**src/rtl/pit_ram_arbiter_if.sv**
```systemverilog
// Bus bundle between the PIT / SPI-MCU requesters, the arbiter and the
// single-port RAM. The slave modport is the arbiter's view.
interface pit_ram_arbiter_if #(
  parameter int ADDR_W = 10,
  parameter int DATA_W = 8
);
  logic              req_p;
  logic              req_s;
  logic              lock_p;
  logic              lock_s;
  logic              we_p;
  logic              we_s;
  logic [ADDR_W-1:0] addr_p;
  logic [ADDR_W-1:0] addr_s;
  logic [ADDR_W-1:0] byte_p;
  logic [ADDR_W-1:0] byte_s;
  logic [DATA_W-1:0] wdata_p;
  logic [DATA_W-1:0] wdata_s;
  logic              gnt_p;
  logic              gnt_s;
  logic              rd_valid_p;
  logic              rd_valid_s;
  logic [DATA_W-1:0] rd_data;
  logic [ADDR_W-1:0] ram_addr;
  logic [ADDR_W-1:0] ram_byte;
  logic [DATA_W-1:0] ram_wdata;
  logic              ram_we;
  logic [DATA_W-1:0] ram_q;

  modport slave (
    input  req_p, req_s, lock_p, lock_s, we_p, we_s,
    input  addr_p, addr_s, byte_p, byte_s, wdata_p, wdata_s, ram_q,
    output gnt_p, gnt_s, rd_valid_p, rd_valid_s, rd_data,
    output ram_addr, ram_byte, ram_wdata, ram_we
  );

  modport master (
    output req_p, req_s, lock_p, lock_s, we_p, we_s,
    output addr_p, addr_s, byte_p, byte_s, wdata_p, wdata_s, ram_q,
    input  gnt_p, gnt_s, rd_valid_p, rd_valid_s, rd_data,
    input  ram_addr, ram_byte, ram_wdata, ram_we
  );
endinterface

```
**src/rtl/pit_ram_arbiter.sv**
```systemverilog
// Two-requester arbiter (PIT, SPI-MCU readback) for one single-port RAM.
// Optional macro NDN_RAM_ARB_FIXED_PRIO_EN: PIT wins ties, PIT lock has no burst limit.
module pit_ram_arbiter #(
  parameter int ADDR_W    = 10,
  parameter int DATA_W    = 8,
  parameter int MAX_BURST = 32
) (
  input logic              clk,
  input logic              rst,
  pit_ram_arbiter_if.slave bus
);

  localparam int CNT_W = $clog2(MAX_BURST) + 1;
  localparam logic [CNT_W-1:0] HOLD_MAX = CNT_W'(MAX_BURST - 1);

  typedef enum logic [1:0] {
    IDLE  = 2'd0,
    OWN_P = 2'd1,
    OWN_S = 2'd2
  } state_t;

  state_t            state_r;
  state_t            next_state_s;
  logic [CNT_W-1:0]  hold_cnt_r;
  logic              last_s_r;
  logic              gnt_p_r;
  logic              gnt_s_r;
  logic              rd_valid_p_r;
  logic              rd_valid_s_r;
  logic              acc_p_s;
  logic              acc_s_s;
  logic              tie_to_p_s;
  logic              hold_p_ok_s;
  logic              hold_s_ok_s;
  logic [ADDR_W-1:0] ram_addr_s;
  logic [ADDR_W-1:0] ram_byte_s;
  logic [DATA_W-1:0] ram_wdata_s;
  logic              ram_we_s;
  logic [DATA_W-1:0] rd_data_s;

  // A reset cycle never counts as an access, so nothing reaches the RAM.
  assign acc_p_s = bus.req_p & gnt_p_r & ~rst;
  assign acc_s_s = bus.req_s & gnt_s_r & ~rst;

  // Tie-break and burst-limit qualifiers.
  always_comb begin
    hold_s_ok_s = (hold_cnt_r < HOLD_MAX);
`ifdef NDN_RAM_ARB_FIXED_PRIO_EN
    tie_to_p_s  = 1'b1;
    hold_p_ok_s = 1'b1;
`else
    tie_to_p_s  = last_s_r;
    hold_p_ok_s = (hold_cnt_r < HOLD_MAX);
`endif
  end

  // Next-state decode.
  always_comb begin
    next_state_s = state_r;
    case (state_r)
      IDLE: begin
        if (bus.req_p && bus.req_s) begin
          next_state_s = tie_to_p_s ? OWN_P : OWN_S;
        end else if (bus.req_p) begin
          next_state_s = OWN_P;
        end else if (bus.req_s) begin
          next_state_s = OWN_S;
        end else begin
          next_state_s = IDLE;
        end
      end
      OWN_P: begin
        if (bus.req_p && bus.lock_p && hold_p_ok_s) begin
          next_state_s = OWN_P;
        end else if (bus.req_s) begin
          next_state_s = OWN_S;
        end else if (bus.req_p) begin
          next_state_s = OWN_P;
        end else begin
          next_state_s = IDLE;
        end
      end
      OWN_S: begin
        if (bus.req_s && bus.lock_s && hold_s_ok_s) begin
          next_state_s = OWN_S;
        end else if (bus.req_p) begin
          next_state_s = OWN_P;
        end else if (bus.req_s) begin
          next_state_s = OWN_S;
        end else begin
          next_state_s = IDLE;
        end
      end
      default: next_state_s = IDLE;
    endcase
  end

  // Ownership FSM with registered grants, hold counter and read-valid pipeline.
  always_ff @(posedge clk) begin
    if (rst) begin
      state_r      <= IDLE;
      hold_cnt_r   <= '0;
      last_s_r     <= 1'b1;
      gnt_p_r      <= 1'b0;
      gnt_s_r      <= 1'b0;
      rd_valid_p_r <= 1'b0;
      rd_valid_s_r <= 1'b0;
    end else begin
      state_r <= next_state_s;
      gnt_p_r <= (next_state_s == OWN_P);
      gnt_s_r <= (next_state_s == OWN_S);

      if (next_state_s != state_r) begin
        hold_cnt_r <= '0;
      end else if ((acc_p_s || acc_s_s) && (hold_cnt_r < HOLD_MAX)) begin
        hold_cnt_r <= hold_cnt_r + CNT_W'(1);
      end else begin
        hold_cnt_r <= hold_cnt_r;
      end

      // Served-most-recently is recorded when ownership is handed over.
      if ((next_state_s == OWN_P) && (state_r != OWN_P)) begin
        last_s_r <= 1'b0;
      end else if ((next_state_s == OWN_S) && (state_r != OWN_S)) begin
        last_s_r <= 1'b1;
      end else begin
        last_s_r <= last_s_r;
      end

      rd_valid_p_r <= acc_p_s & ~bus.we_p;
      rd_valid_s_r <= acc_s_s & ~bus.we_s;
    end
  end

  // RAM port mux: owner's fields during an access, zero otherwise.
  always_comb begin
    ram_addr_s  = '0;
    ram_byte_s  = '0;
    ram_wdata_s = '0;
    ram_we_s    = 1'b0;
    if (acc_p_s) begin
      ram_addr_s  = bus.addr_p;
      ram_byte_s  = bus.byte_p;
      ram_wdata_s = bus.wdata_p;
      ram_we_s    = bus.we_p;
    end else if (acc_s_s) begin
      ram_addr_s  = bus.addr_s;
      ram_byte_s  = bus.byte_s;
      ram_wdata_s = bus.wdata_s;
      ram_we_s    = bus.we_s;
    end else begin
      ram_we_s    = 1'b0;
    end
  end

  // Shared read data is forced to zero outside a valid cycle.
  always_comb begin
    rd_data_s = '0;
    if (rd_valid_p_r || rd_valid_s_r) begin
      rd_data_s = bus.ram_q;
    end else begin
      rd_data_s = '0;
    end
  end

  assign bus.gnt_p      = gnt_p_r;
  assign bus.gnt_s      = gnt_s_r;
  assign bus.rd_valid_p = rd_valid_p_r;
  assign bus.rd_valid_s = rd_valid_s_r;
  assign bus.rd_data    = rd_data_s;
  assign bus.ram_addr   = ram_addr_s;
  assign bus.ram_byte   = ram_byte_s;
  assign bus.ram_wdata  = ram_wdata_s;
  assign bus.ram_we     = ram_we_s;

endmodule

```
**src/flat_wrapper.sv**
```systemverilog
// flat-port wrapper written by rule: the top's interface ports become plain ports
module pit_ram_arbiter_flat 
#(
  parameter int ADDR_W    = 10,
  parameter int DATA_W    = 8,
  parameter int MAX_BURST = 32
)
  (clk, rst, bus_req_p, bus_req_s, bus_lock_p, bus_lock_s, bus_we_p, bus_we_s, bus_addr_p, bus_addr_s, bus_byte_p, bus_byte_s, bus_wdata_p, bus_wdata_s, bus_ram_q, bus_gnt_p, bus_gnt_s, bus_rd_valid_p, bus_rd_valid_s, bus_rd_data, bus_ram_addr, bus_ram_byte, bus_ram_wdata, bus_ram_we);
  pit_ram_arbiter_if #(.ADDR_W(ADDR_W), .DATA_W(DATA_W)) bus_i ();
  input logic clk;
  input logic rst;
  input wire logic [$bits(bus_i.req_p)-1:0] bus_req_p;
  input wire logic [$bits(bus_i.req_s)-1:0] bus_req_s;
  input wire logic [$bits(bus_i.lock_p)-1:0] bus_lock_p;
  input wire logic [$bits(bus_i.lock_s)-1:0] bus_lock_s;
  input wire logic [$bits(bus_i.we_p)-1:0] bus_we_p;
  input wire logic [$bits(bus_i.we_s)-1:0] bus_we_s;
  input wire logic [$bits(bus_i.addr_p)-1:0] bus_addr_p;
  input wire logic [$bits(bus_i.addr_s)-1:0] bus_addr_s;
  input wire logic [$bits(bus_i.byte_p)-1:0] bus_byte_p;
  input wire logic [$bits(bus_i.byte_s)-1:0] bus_byte_s;
  input wire logic [$bits(bus_i.wdata_p)-1:0] bus_wdata_p;
  input wire logic [$bits(bus_i.wdata_s)-1:0] bus_wdata_s;
  input wire logic [$bits(bus_i.ram_q)-1:0] bus_ram_q;
  output wire logic [$bits(bus_i.gnt_p)-1:0] bus_gnt_p;
  output wire logic [$bits(bus_i.gnt_s)-1:0] bus_gnt_s;
  output wire logic [$bits(bus_i.rd_valid_p)-1:0] bus_rd_valid_p;
  output wire logic [$bits(bus_i.rd_valid_s)-1:0] bus_rd_valid_s;
  output wire logic [$bits(bus_i.rd_data)-1:0] bus_rd_data;
  output wire logic [$bits(bus_i.ram_addr)-1:0] bus_ram_addr;
  output wire logic [$bits(bus_i.ram_byte)-1:0] bus_ram_byte;
  output wire logic [$bits(bus_i.ram_wdata)-1:0] bus_ram_wdata;
  output wire logic [$bits(bus_i.ram_we)-1:0] bus_ram_we;
  assign bus_i.req_p = bus_req_p;
  assign bus_i.req_s = bus_req_s;
  assign bus_i.lock_p = bus_lock_p;
  assign bus_i.lock_s = bus_lock_s;
  assign bus_i.we_p = bus_we_p;
  assign bus_i.we_s = bus_we_s;
  assign bus_i.addr_p = bus_addr_p;
  assign bus_i.addr_s = bus_addr_s;
  assign bus_i.byte_p = bus_byte_p;
  assign bus_i.byte_s = bus_byte_s;
  assign bus_i.wdata_p = bus_wdata_p;
  assign bus_i.wdata_s = bus_wdata_s;
  assign bus_i.ram_q = bus_ram_q;
  assign bus_gnt_p = bus_i.gnt_p;
  assign bus_gnt_s = bus_i.gnt_s;
  assign bus_rd_valid_p = bus_i.rd_valid_p;
  assign bus_rd_valid_s = bus_i.rd_valid_s;
  assign bus_rd_data = bus_i.rd_data;
  assign bus_ram_addr = bus_i.ram_addr;
  assign bus_ram_byte = bus_i.ram_byte;
  assign bus_ram_wdata = bus_i.ram_wdata;
  assign bus_ram_we = bus_i.ram_we;
  pit_ram_arbiter #(.ADDR_W(ADDR_W), .DATA_W(DATA_W), .MAX_BURST(MAX_BURST)) u_core (.clk(clk), .rst(rst), .bus(bus_i));
endmodule
```
**config.mk**
```make
export PLATFORM = sky130hd
export DESIGN_NAME = pit_ram_arbiter_flat
export DESIGN_NICKNAME = d
export VERILOG_FILES = /design/src/rtl/pit_ram_arbiter_if.sv /design/src/rtl/pit_ram_arbiter.sv /design/src/flat_wrapper.sv
export SDC_FILE = /design/constraint.sdc
export NUM_CORES = 1
export LEC_CHECK = 0
export ABC_CLOCK_PERIOD_IN_PS = 3600
export CORE_ASPECT_RATIO = 1.1
export CORE_UTILIZATION = 30
export CTS_CLUSTER_DIAMETER = 120
export DETAILED_ROUTE_END_ITERATION = 16
export HOLD_SLACK_MARGIN = 0.05
export PLACE_DENSITY_LB_ADDON = 0.2
export SYNTH_ARGS = -nofsm -noshare
export SYNTH_HDL_FRONTEND = slang
export SYNTH_SLANG_ARGS = --single-unit
export TNS_END_PERCENT = 5
```
**constraint.sdc**
```tcl
create_clock -name clk -period 3.6 [get_ports clk]
set_clock_uncertainty 0.05 [all_clocks]
set_input_delay 0.72 -clock clk [delete_from_list [all_inputs] [get_ports clk]]
set_output_delay 0.72 -clock clk [all_outputs]
set_load 0.01 [all_outputs]
```
* After elaboration in Yosys (flattened, before gate mapping)
Index checks and enable logic that the tools add are counted.
** Storage, ports and cells
- Bits in read-only memories :: 0
- Bits in registers :: 13
- Bits in writable memories :: 0
- Input port bits :: 72
- Memories kept :: 0
- Output and inout bits :: 41
- Latch bits :: 0
** Operators by class
- $mul :: 0
- Add/sub/neg operators :: 1
- Bitwise gates (word level) :: 9
- Magnitude comparators :: 1
- Equal/unequal tests :: 7
- Mux-type cells :: 20
- Shift-type cells :: 0
- Reductions and logical operators :: 13
- Divide/modulo/power cells :: 0
** Operators by type and width (number)
- 10-bit 2-to-1 mux :: 4
- 8-bit 2-to-1 mux :: 3
- 2-bit 2-to-1 mux :: 7
- 1-bit logical AND :: 8
- 6-bit by 1-bit adder with 6-bit output (second input constant) :: 1
- 1-bit bitwise AND :: 6
- 6-bit by 5-bit < comparator with 1-bit output (second input constant) :: 1
- 2-bit one-hot mux with 3 select lines :: 1
- 1-bit 2-to-1 mux :: 5
- 2-bit by 1-bit == test with 1-bit output (second input constant) :: 2
- 2-bit == test (second input constant) :: 2
- 1-bit NOT :: 3
- 2-bit zero test :: 1
- 1-bit logical OR :: 2
- 2-bit by 1-bit != test with 1-bit output (second input constant) :: 1
- 2-bit != test :: 1
- 2-bit != test (second input constant) :: 1
- 2-bit nonzero test :: 1
- 2-bit OR reduction :: 1

* Logic depth before layout (Yosys ltp)
- Depth after elaboration :: 8
- Gate-level depth with buffers :: 7
- Gate-level depth less buffers :: 5

* Worst setup path after synthesis
No wires, ideal clock.
- Kind :: input port to output port
- From :: input bus_req_p
- To :: output bus_ram_byte[6]
- Data arrival time :: 1687 ps
- Stages :: 6
- Slack :: 1143 ps
- Data required time :: 2830 ps
- Cells stage by stage :: buf_2 > nand2_1 > nor2_1 > buf_2 > buf_2 > a22o_1
** Between the ends
- Longest elaborated chain between the ends :: 3
** Ends and longest elaborated chain
- start, declared :: line flat_wrapper.sv:12 : input wire logic [$bits(bus_i.req_p)-1:0] bus_req_p;
- 1-bit bitwise AND (2 in series) :: line pit_ram_arbiter.sv:42 : assign acc_p_s = bus.req_p & gnt_p_r & ~rst;
- 10-bit 2-to-1 mux :: line pit_ram_arbiter.sv:141 : if (acc_p_s) begin
- end, declared :: line flat_wrapper.sv:31 : output wire logic [$bits(bus_i.ram_byte)-1:0] bus_ram_byte;
No other way between the ends.

* Final worst setup path
- From :: input rst
- To :: output bus_ram_we
** Between the ends
- Longest elaborated chain between the ends :: 4
** Ends and longest elaborated chain
- start, declared :: line flat_wrapper.sv:11 : input logic rst;
- 1-bit NOT (*) :: line pit_ram_arbiter.sv:42, pit_ram_arbiter.sv:43
- 1-bit bitwise AND :: line pit_ram_arbiter.sv:43 : assign acc_s_s = bus.req_s & gnt_s_r & ~rst;
- 1-bit 2-to-1 mux :: line pit_ram_arbiter.sv:146 : end else if (acc_s_s) begin
- 1-bit 2-to-1 mux (*) :: line pit_ram_arbiter.sv:141
- end, declared :: line flat_wrapper.sv:33 : output wire logic [$bits(bus_i.ram_we)-1:0] bus_ram_we;
Mark *: on every way between the ends. The rest lies on a longest branch, timed or not.

==> results.cfg <==
[global_route]
grtUsageMet3 = 0.07692
grt_pass1_vias = 1443
grt_antenna_before_repair = 0
grt_max_degree = 30
grt_use_met2 = 0.4569
busiest_layer = met2
overflow = 0
grt_util_met1 = 0.2222
grt.total_usage = 0.2330
grt_pass1_wl_mm = 6.699

[setup_path]
cp_max_fo = 29
critPathCaptureType = output pin
cp-start-kind = input port
crit_arrival_ns = 2.55
critPathKind = input port to output pin
worstPathRequired_ns = 2.83

[synth]
synth_nets = 195
ys_types = 34
yosysTopAreaCellShare = 0.2485
synth-seq-cells = 13
synthArstFlopShare = 0
synth_compound_area_frac = 0.3919
synth_top_family_by_area = compound AO/OA/AOI/OAI gates
synth-xor-area-share = 0.02509
synth_edf_count = 0
ys_seq_area_frac = 0.2485
synthFlopType = dfxtp_1
avgSynthCellArea_sq_um = 8.584
synthesis.area_sq_um = 1047
syn-instance-count = 122
muxShareOfSynthArea = 0.009558
synth_top_area_cell = dfxtp_1
ys_warn_count = 0
ys_top_cells_by_area = dfxtp_1, a22o_1, nor2b_1
synth_simple_gate_area_frac = 0.2425
synthAdderAreaFrac = 0.01195

[layout]
drive_gt1_frac = 0.08120
fill_cells = 277
multi_input_area_sq_um = 715.7
fin_area_sq_um = 2256
seqCellArea_sq_um = 260.3
final_core_util = 0.6773
layout.nets = 308
antenna_cells = 0
area_growth_pct = 115.4

[timing]
setup_viol = 0
relSlewSlack = 0.6734
fin_setup_tns_ns = 0
tightest_slew_ns = 0.4898
clock.fmax_mhz = 301.2
timing.final.crit_share = 0.9223
slew_violations = 0
finalCriticalPeriod_ns = 3.320
hold_viol = 0
rsz0062_at_grt = no

[cts]
tritoncts = yes
cts_buffer_depth = 2
path_clk_slew_ns = 0.08
cts_buffers = 3
clock-sinks = 13
cts-htree-levels = 1
clk_latency_ns = 0.28
hold_buffers = 0
post_cts_buffers = 0
cts-resized-gates = 0
root_buffer = clkbuf_4

[floorplan]
die_w_um = 58.34
core_area_sq_um = 3331
start_util = 0.3144
io_pins = 113
die_h_um = 63.97
fp-row-count = 22
die_area_sq_um = 3731

[power_and_ir_drop]
ir_drop_mv = 0.1844
leakagePower_nw = 0.7972
pwr_density_cell_nw_per_um2 = 191.9

[routing]
via_count = 1489
drtAntennaViolNets = 0
first_pass_iters = 4
vias_per_cell = 5.280
wirelength_mm = 4.424
first_iter_violations = 55
avgRoutedWirePerCell_um = 15.69
drc_errors = 0

[placed_design]
finalWeightedCongestion = 0.8126
io_buffer_count = 112
place_area_sq_um = 2230
dp_hpwl_mm = 3.636

[outcome]
outcome = finished, final reports clean

[min_path]
hold_class = flop to flop

[job]
cap_violations = 0
[kinds of logic (layout without fill, tap and decap cells)]
group | count (synthesis) | after routing
AO/OA/AOI/OAI | 48 | 48
AND/OR/NAND/NOR | 43 | 43
flip-flops | 13 | 13
buffers and inverters | 13 | 125
XOR/XNOR | 3 | 3
adder cells (fa/ha/maj) | 1 | 1
multiplexers | 1 | 1
[routing by layer]
metal | vias to the layer above | wire length [um] | part of all wire
met3 | 14 | 470 | 0.11
met1 | 688 | 1488 | 0.34
met2 | 88 | 2367 | 0.54
met5 | - | 0 | 0
met4 | 0 | 97 | 0.022
li1 | 699 | - | -
[final timing paths]
kind              depth (start not counted)                         startpoint                                end  slack (ns)
hold reg to reg                           2        u_core.bus.gnt_s$_SDFF_PP0_   u_core.bus.rd_valid_s$_SDFF_PP0_        0.48
hold / removal                            2        u_core.bus.gnt_s$_SDFF_PP0_   u_core.bus.rd_valid_s$_SDFF_PP0_        0.48
setup / recovery                          6                                rst                         bus_ram_we        0.28
setup reg to reg                          5  u_core.hold_cnt_r[0]$_SDFFE_PP0P_  u_core.hold_cnt_r[4]$_SDFFE_PP0P_        1.89
[report_power, final]
part           internal (W)  leakage [nW]   total, W  switching, W
clock             0.0000430        0.0150  0.0000898     0.0000468
combinational      0.000122         0.676   0.000185     0.0000635
sequential         0.000150         0.106   0.000158    0.00000860
total              0.000314         0.797   0.000433      0.000119
[metrics by stage]
| step | hold slack, ns | std cells | setup WS (ns) | power [W] |
|---|---|---|---|---|
| 2_1_floorplan | 0.4261 | 122 | 1.143 | 0.0002226 |
| 3_3_place_gp | 0.4780 | 278 | 0.3310 | 0.0003413 |
| 3_5_place_dp | 0.4726 | 278 | 0.2922 | 0.0003453 |
| 4_1_cts | 0.4840 | 282 | 0.2919 | 0.0004351 |
| 5_1_grt | 0.5168 | 282 | 0.1758 | 0.0004581 |
| 6_report | 0.4832 | 282 | 0.2796 | 0.0004330 |
[sequential cells by signal (all words and copies together), names as in the netlist]
name and cells:
u_core.hold_cnt_r 6, u_core.state_r 2, u_core.bus.gnt_p 1, u_core.bus.gnt_s 1
u_core.bus.rd_valid_p 1, u_core.bus.rd_valid_s 1, u_core.last_s_r 1
[cell usage in the layout (no fill, tap or decap), types with 2 or more instances in the layout]
master	instances
nand3_1	4
nand2_1	8
inv_1	2
nor2b_1	9
a41oi_1	3
clkbuf_4	3
o211ai_1	2
a21oi_1	5
a22o_1	29
xnor2_1	3
clkdlybuf4s50_1	112
nor2_1	3
nor3_1	10
buf_4	6
dfxtp_1	13
[cell type report]
class / count / share of cell area
Multi-Input combinational cell: 96 / 0.3172
Inverter: 2 / 0.003328
Clock buffer: 4 / 0.01165
Sequential cell: 13 / 0.1154
Tap cell: 48 / 0.02662
Timing Repair Buffer: 119 / 0.5258
[critical path, cell delays in order]
cell and delay (ns):
clkdlybuf4s50_1 0.46, buf_4 0.20, nor3_2 0.24, buf_12 0.21, a22o_1 0.17, clkdlybuf4s50_1 0.54
[Yosys cell counts, types with 2 or more instances]
cell type   n
a21oi_1     5
a22o_1     29
a41oi_1     3
buf_2       8
buf_4       2
dfxtp_1    13
inv_1       2
nand2_1     8
nand3_1     4
nor2_1      4
nor2b_1     9
nor3_1     10
o211ai_1    2
xnor2_1     3
No activity file was read; power rests on OpenSTA's default activity.
